## src/rtl/cpu_axi_pkg.sv

```systemverilog
// Shared types and AXI constants for the CPU data-memory AXI master.
package cpu_axi_pkg;

  typedef enum logic [2:0] {
    ST_IDLE,
    ST_RD_AR,
    ST_RD_R,
    ST_WR,
    ST_WR_B,
    ST_RSP
  } state_e;

  localparam logic [2:0] AXI_SIZE_WORD  = 3'b010;
  localparam logic [1:0] AXI_BURST_INCR = 2'b01;
  localparam logic [7:0] AXI_LEN_SINGLE = 8'd0;

  typedef struct packed {
    logic        wen;
    logic [31:0] addr;
    logic [31:0] wdata;
    logic [3:0]  wstrb;
  } mem_req_t;

endpackage

```

## src/rtl/cpu_mem_axi_master.sv

```systemverilog
// CPU data-port request/response to single-beat AXI4 reads and writes.
// One transaction in flight at a time; every AXI output comes from a flop.
module cpu_mem_axi_master
  import cpu_axi_pkg::*;
#(
  parameter int ADDR_WIDTH = 32,
  parameter int DATA_WIDTH = 32
) (
  input  logic                  clk,
  input  logic                  resetn,
  input  logic                  req_valid,
  output logic                  req_ready,
  input  logic                  req_wen,
  input  logic [ADDR_WIDTH-1:0] req_addr,
  input  logic [DATA_WIDTH-1:0] req_wdata,
  input  logic [3:0]            req_wstrb,
  output logic                  rsp_valid,
  input  logic                  rsp_ready,
  output logic [DATA_WIDTH-1:0] rsp_rdata,
  output logic [31:0]           cpu_mem_araddr,
  output logic                  cpu_mem_arvalid,
  output logic [2:0]            cpu_mem_arsize,
  output logic [1:0]            cpu_mem_arburst,
  output logic [7:0]            cpu_mem_arlen,
  input  logic                  cpu_mem_arready,
  input  logic [DATA_WIDTH-1:0] cpu_mem_rdata,
  input  logic                  cpu_mem_rvalid,
  input  logic                  cpu_mem_rlast,
  output logic                  cpu_mem_rready,
  output logic [31:0]           cpu_mem_awaddr,
  output logic                  cpu_mem_awvalid,
  output logic [2:0]            cpu_mem_awsize,
  output logic [1:0]            cpu_mem_awburst,
  output logic [7:0]            cpu_mem_awlen,
  input  logic                  cpu_mem_awready,
  output logic [DATA_WIDTH-1:0] cpu_mem_wdata,
  output logic [3:0]            cpu_mem_wstrb,
  output logic                  cpu_mem_wvalid,
  output logic                  cpu_mem_wlast,
  input  logic                  cpu_mem_wready,
  input  logic                  cpu_mem_bvalid,
  output logic                  cpu_mem_bready
);

  state_e   state_q, state_d;
  mem_req_t req_q, req_d;
  logic [DATA_WIDTH-1:0] rdata_q, rdata_d;
  logic aw_done_q, aw_done_d, w_done_q, w_done_d;
  logic req_ready_q, req_ready_d, rsp_valid_q, rsp_valid_d;
  logic arvalid_q, arvalid_d, rready_q, rready_d;
  logic awvalid_q, awvalid_d, wvalid_q, wvalid_d, bready_q, bready_d;

  // arlen is always zero, so the single R beat is always the last one.
  logic unused_rlast;
  assign unused_rlast = cpu_mem_rlast;

  // NOTE: every signal written here gets a default first, so no path leaves
  // one unassigned and no latch is inferred.
  always_comb begin
    state_d     = state_q;
    req_d       = req_q;
    rdata_d     = rdata_q;
    aw_done_d   = aw_done_q;
    w_done_d    = w_done_q;
    req_ready_d = 1'b0;
    rsp_valid_d = 1'b0;
    arvalid_d   = 1'b0;
    rready_d    = 1'b0;
    awvalid_d   = 1'b0;
    wvalid_d    = 1'b0;
    bready_d    = 1'b0;
    unique case (state_q)
      ST_IDLE: begin
        if (req_valid) begin
          req_d.wen   = req_wen;
          req_d.addr  = 32'(req_addr) & ~32'h3;
          req_d.wdata = req_wdata;
          req_d.wstrb = req_wstrb;
          aw_done_d   = 1'b0;
          w_done_d    = 1'b0;
          if (req_wen) begin
            state_d   = ST_WR;
            awvalid_d = 1'b1;
            wvalid_d  = 1'b1;
          end else begin
            state_d   = ST_RD_AR;
            arvalid_d = 1'b1;
          end
        end else begin
          req_ready_d = 1'b1;
        end
      end
      ST_RD_AR: begin
        if (cpu_mem_arready) begin
          state_d  = ST_RD_R;
          rready_d = 1'b1;
        end else begin
          arvalid_d = 1'b1;
        end
      end
      ST_RD_R: begin
        if (cpu_mem_rvalid) begin
          if (!req_q.wen) rdata_d = cpu_mem_rdata;
          state_d     = ST_RSP;
          rsp_valid_d = 1'b1;
        end else begin
          rready_d = 1'b1;
        end
      end
      ST_WR: begin
        // AW and W complete independently; leave only once both are done.
        aw_done_d = aw_done_q | (awvalid_q & cpu_mem_awready);
        w_done_d  = w_done_q  | (wvalid_q  & cpu_mem_wready);
        if (aw_done_d && w_done_d) begin
          state_d  = ST_WR_B;
          bready_d = 1'b1;
        end else begin
          awvalid_d = !aw_done_d;
          wvalid_d  = !w_done_d;
        end
      end
      ST_WR_B: begin
        if (cpu_mem_bvalid) begin
          state_d     = ST_RSP;
          rsp_valid_d = 1'b1;
        end else begin
          bready_d = 1'b1;
        end
      end
      ST_RSP: begin
        if (rsp_ready) begin
          state_d     = ST_IDLE;
          req_ready_d = 1'b1;
        end else begin
          rsp_valid_d = 1'b1;
        end
      end
      default: begin
        state_d     = ST_IDLE;
        req_ready_d = 1'b1;
      end
    endcase
  end

  // NOTE: sequential state uses non-blocking assignments only, so every flop
  // samples the pre-edge value of every other flop.
  always_ff @(posedge clk) begin
    if (!resetn) begin
      state_q     <= ST_IDLE;
      rdata_q     <= '0;
      aw_done_q   <= 1'b0;
      w_done_q    <= 1'b0;
      req_ready_q <= 1'b1;
      rsp_valid_q <= 1'b0;
      arvalid_q   <= 1'b0;
      rready_q    <= 1'b0;
      awvalid_q   <= 1'b0;
      wvalid_q    <= 1'b0;
      bready_q    <= 1'b0;
    end else begin
      state_q     <= state_d;
      rdata_q     <= rdata_d;
      aw_done_q   <= aw_done_d;
      w_done_q    <= w_done_d;
      req_ready_q <= req_ready_d;
      rsp_valid_q <= rsp_valid_d;
      arvalid_q   <= arvalid_d;
      rready_q    <= rready_d;
      awvalid_q   <= awvalid_d;
      wvalid_q    <= wvalid_d;
      bready_q    <= bready_d;
    end
  end

  // NOTE: the request payload has no reset; it is only observed while a
  // valid flop is high, and those are all reset.
  always_ff @(posedge clk) begin
    req_q <= req_d;
  end

  assign req_ready       = req_ready_q;
  assign rsp_valid       = rsp_valid_q;
  assign rsp_rdata       = rdata_q;

  assign cpu_mem_araddr  = req_q.addr;
  assign cpu_mem_arvalid = arvalid_q;
  assign cpu_mem_arsize  = AXI_SIZE_WORD;
  assign cpu_mem_arburst = AXI_BURST_INCR;
  assign cpu_mem_arlen   = AXI_LEN_SINGLE;
  assign cpu_mem_rready  = rready_q;

  assign cpu_mem_awaddr  = req_q.addr;
  assign cpu_mem_awvalid = awvalid_q;
  assign cpu_mem_awsize  = AXI_SIZE_WORD;
  assign cpu_mem_awburst = AXI_BURST_INCR;
  assign cpu_mem_awlen   = AXI_LEN_SINGLE;

  assign cpu_mem_wdata   = req_q.wdata;
  assign cpu_mem_wstrb   = req_q.wstrb;
  assign cpu_mem_wvalid  = wvalid_q;
  assign cpu_mem_wlast   = wvalid_q;
  assign cpu_mem_bready  = bready_q;

endmodule

```

## config.mk

```make
export PLATFORM = sky130hd
export DESIGN_NAME = cpu_mem_axi_master
export DESIGN_NICKNAME = d
export VERILOG_FILES = /design/src/rtl/cpu_axi_pkg.sv /design/src/rtl/cpu_mem_axi_master.sv
export SDC_FILE = /design/constraint.sdc
export NUM_CORES = 1
export LEC_CHECK = 0
export ABC_AREA = 1
export CAP_MARGIN = 20
export CORE_MARGIN = 2
export CORE_UTILIZATION = 39
export CTS_BUF_LIST = sky130_fd_sc_hd__clkbuf_8
export DETAILED_ROUTE_END_ITERATION = 7
export GPL_TIMING_DRIVEN = 0
export PLACE_DENSITY = 0.89
export SETUP_SLACK_MARGIN = 0.05
export SLEW_MARGIN = 5
export SYNTH_ARGS = -nofsm -noshare
export SYNTH_HDL_FRONTEND = slang
export SYNTH_SLANG_ARGS = --single-unit
```

## constraint.sdc

```tcl
create_clock -name clk -period 3.36 [get_ports clk]
set_input_delay 0.504 -clock clk [delete_from_list [all_inputs] [get_ports clk]]
set_output_delay 0.504 -clock clk [all_outputs]
set_load 0.005 [all_outputs]
```

==> metrics <==
number of detailed-route iterations in the first pass=5; Clk network pwr share=17.9%; CTS Hold Bufs=0; CTS tree=yes; Final Max Slew Viols=0; CTS Root Cell=clkbuf_8; register area share after synthesis=61.7%; Max VDD drop=between 0.2 and 0.25 mV; Flop pwr share=44.7%; post-route cell area=0.00762 mm2; Top Family by Delay on Critical Path=buffers and inverters; Clk pin slew, worst setup/hold paths=110 ps; HP Start=aw_done_q$_SDFFE_PN0P_; H-tree levels=3; Yosys warnings=0; RR Startpoint=state_q[1]$_SDFFE_PN0P_; Critical Path RT=approximately 2900 ps; most common cell after layout, fill and taps aside=clkdlybuf4s50_1; Setup Fix Bufs, Post-CTS=0; clock sink count=111; Synth Area in Compound Gates=4.81%; Area Growth Syn to Fin=62.7%; Layout Cells excl Fill=857; largest net degree at the start of global routing=35; Initial Utilization=39.5%; CP cell instances=buf_4 -> clkdlybuf4s50_1; core box area=0.0119 mm2; Post-Place Cells=841; Synth Instances=422; # setup viols final=0; CTS max path bufs=2; Post-Synth Adder-Cell Area=0%; Post-Syn Area=about 0.0047 mm2; DRC errors left=0; Fmax=523 MHz; Min-Delay Path Depth=2; PortBufs=242; Final ANT Viol Nets=0; Filler cells=approximately 900; routed vias/inst=roughly 4.3; Startpoint Class=flop; worst-skew pair later-pin latency=between 300 and 400 ps; iteration-0 DRC count of the detailed router=163; multiplexer share of the synthesized area=0%; layout cells sized above 1=22.7%; status=finished clean; Hold Vio Cnt, Final=0; Worst Path Max Fanout=4; Min Hold Slack=479 ps; max_cap viols=0; initial antenna violation count=0; Synth Area in XOR/XNOR=0%; placed cell areas=0.00744 mm2; slowest stage delay, CP=~540 ps; HP Class=reg -> reg; PostCTS Resize Cnt=0; reg2reg path depth=5; Die X=around 110 um; Routability Congestion=between 0.8 and 0.9; vias=3662; Synth Area in Simple Gates=about a tenth; Power Total=4.12 mW; clock skew=15.8 ps; I/O pin count=277; RSZ-0062 raised after global routing=no; Antenna diodes=0; Worst path slowest cell=clkdlybuf4s50_1; Logic pwr share=between 30% and 40%; die height=between 100 and 150 um; Sw Ratio=about 27%; Critical Path End Type=output pin; Period minus WS final=1910 ps; R2R Setup Slk=between 1500 and 2000 ps; Arr. time, crit path=1410 ps; WL final=approximately 12 mm; Site Rows=40; full die area=between 0.01 and 0.015 mm2; CP Class=reg -> out; Distinct cells, synth=21; TritonCTS Buffers=9; Pwr per Cell Area=approximately 540 mW/mm2; DP HPWL=9.60 mm; Avg Cell Area, Syn=approximately 11 um2; number of global-route vias before repair=3532; NetSw=approximately 1.1 mW; global route overflow=0; first-pass GRT wire length=17.5 mm; main combinational cell family by area after synthesis=buffers and inverters; post-layout util=64.3%; Leakage=3.09 nW; R2R Path End=cpu_mem_wdata[22]$_DFFE_PP_; buffers plus inverters on the worst setup path=2; worst hold endpoint=aw_done_q$_SDFFE_PN0P_; Avg WL per Cell=13.7 um; leading cell types in the layout, fill and taps excluded=clkdlybuf4s50_1, buf_4, nor2_1; #FFs+latches synth=111; GRT Total Usage=17.5%; Power Internal=approximately 3 mW; final worst path period share=~57%; fin nets=approximately 820
[per-layer routing]
layer,GRT usage [%],up-vias,wire [um]
li1,-,1789,-
met1,17.6,1652,3970
met2,33.8,201,6380
met3,5.74,20,1170
met4,6.02,0,208
met5,0,-,0
[synth_stat cells]
| master | instances | area, um2 |
|---|---|---|
| nor2_1 | 73 | 274 |
| nand3_1 | 9 | 45.0 |
| a21o_1 | 1 | 7.51 |
| buf_6 | 4 | 45.0 |
| buf_4 | 128 | 961 |
| or2_1 | 1 | 6.26 |
| edfxtp_1 | 67 | 2010 |
| nand2_2 | 2 | 12.5 |
| nor2_2 | 4 | 25.0 |
| nand2_1 | 19 | 71.3 |
| conb_1 | 2 | 7.51 |
| dfxtp_1 | 44 | 881 |
| o21ai_0 | 32 | 160 |
| inv_2 | 4 | 15.0 |
| nor3_4 | 1 | 16.3 |
| a21oi_1 | 10 | 50.1 |
| nand3b_1 | 2 | 15.0 |
| inv_1 | 8 | 30.0 |
| nand4_1 | 3 | 18.8 |
| o21a_1 | 1 | 7.51 |
| clkbuf_1 | 7 | 26.3 |
[flip-flops by register name (all words and copies together) (netlist names), 3 cells and up]
name,count
cpu_mem_araddr,30
cpu_mem_wdata,32
cpu_mem_wstrb,4
rsp_rdata,32
state_q,3
[cells by family after synthesis]
kind of cell,after synthesis
other,2
AOI/OAI and AO/OA,44
and+or+nand+nor,114
buffers and inverters,151
DFF,111
[metrics by stage]
| step | setup TNS [ps] | worst slack, ps |
|---|---|---|
| 5_1_grt | 0 | 1380 |
| 3_3_place_gp | -36930 | -603 |
| 2_1_floorplan | 0 | 482 |
| 3_5_place_dp | 0 | 1320 |
| 4_1_cts | 0 | 1410 |
| 6_report | 0 | 1450 |
[power groups by stage]
| stage | Clock (mW) | Sequential [mW] | Combinational, mW |
|---|---|---|---|
| final | 0.739 | 1.84 | 1.54 |
| after floorplan | 0 | 1.86 | 0.721 |
| after CTS | 0.768 | 1.84 | 1.55 |
| after global placement | 0 | 1.88 | 1.45 |
| after global routing | 0.818 | 1.86 | 1.66 |
| after detailed placement | 0 | 1.87 | 1.54 |
[cell type report]
| type | instances | area [um2] | share of cell area, % |
|---|---|---|---|
| Clock inverter | 6 | 43.8 | 0.574 |
| Multi-Input combinational cell | 188 | 827 | 10.8 |
| Buffer | 139 | 1030 | 13.5 |
| Timing Repair Buffer | 244 | 2460 | 32.3 |
| Sequential cell | 111 | 2890 | 37.9 |
| Tap cell | 147 | 184 | 2.41 |
| Inverter | 12 | 45.0 | 0.591 |
| Clock buffer | 10 | 138 | 1.81 |
[worst max-delay path by stage]
stage,endpoint,start,slack [ps],cells after the start
final,cpu_mem_wvalid,cpu_mem_wlast$_SDFF_PN0_,1450,2
after global routing,cpu_mem_wvalid,cpu_mem_wlast$_SDFF_PN0_,1380,2
after detailed placement,cpu_mem_wdata[25]$_DFFE_PP_,req_valid,1320,5
after CTS,cpu_mem_wvalid,cpu_mem_wlast$_SDFF_PN0_,1410,2
after global placement,cpu_mem_arvalid$_SDFF_PN0_,req_valid,-600,6
after floorplan,cpu_mem_arvalid$_SDFF_PN0_,state_q[0]$_SDFFE_PN0P_,480,7
[worst reg2reg max path, delay by kind of cell (launching register included)]
family / cells / cell delay [ps]
buffers and inverters: 2 / 490
AND/OR/NAND/NOR: 3 / 530
flip-flops: 1 / 370
(Power assumes the default switching activity.)
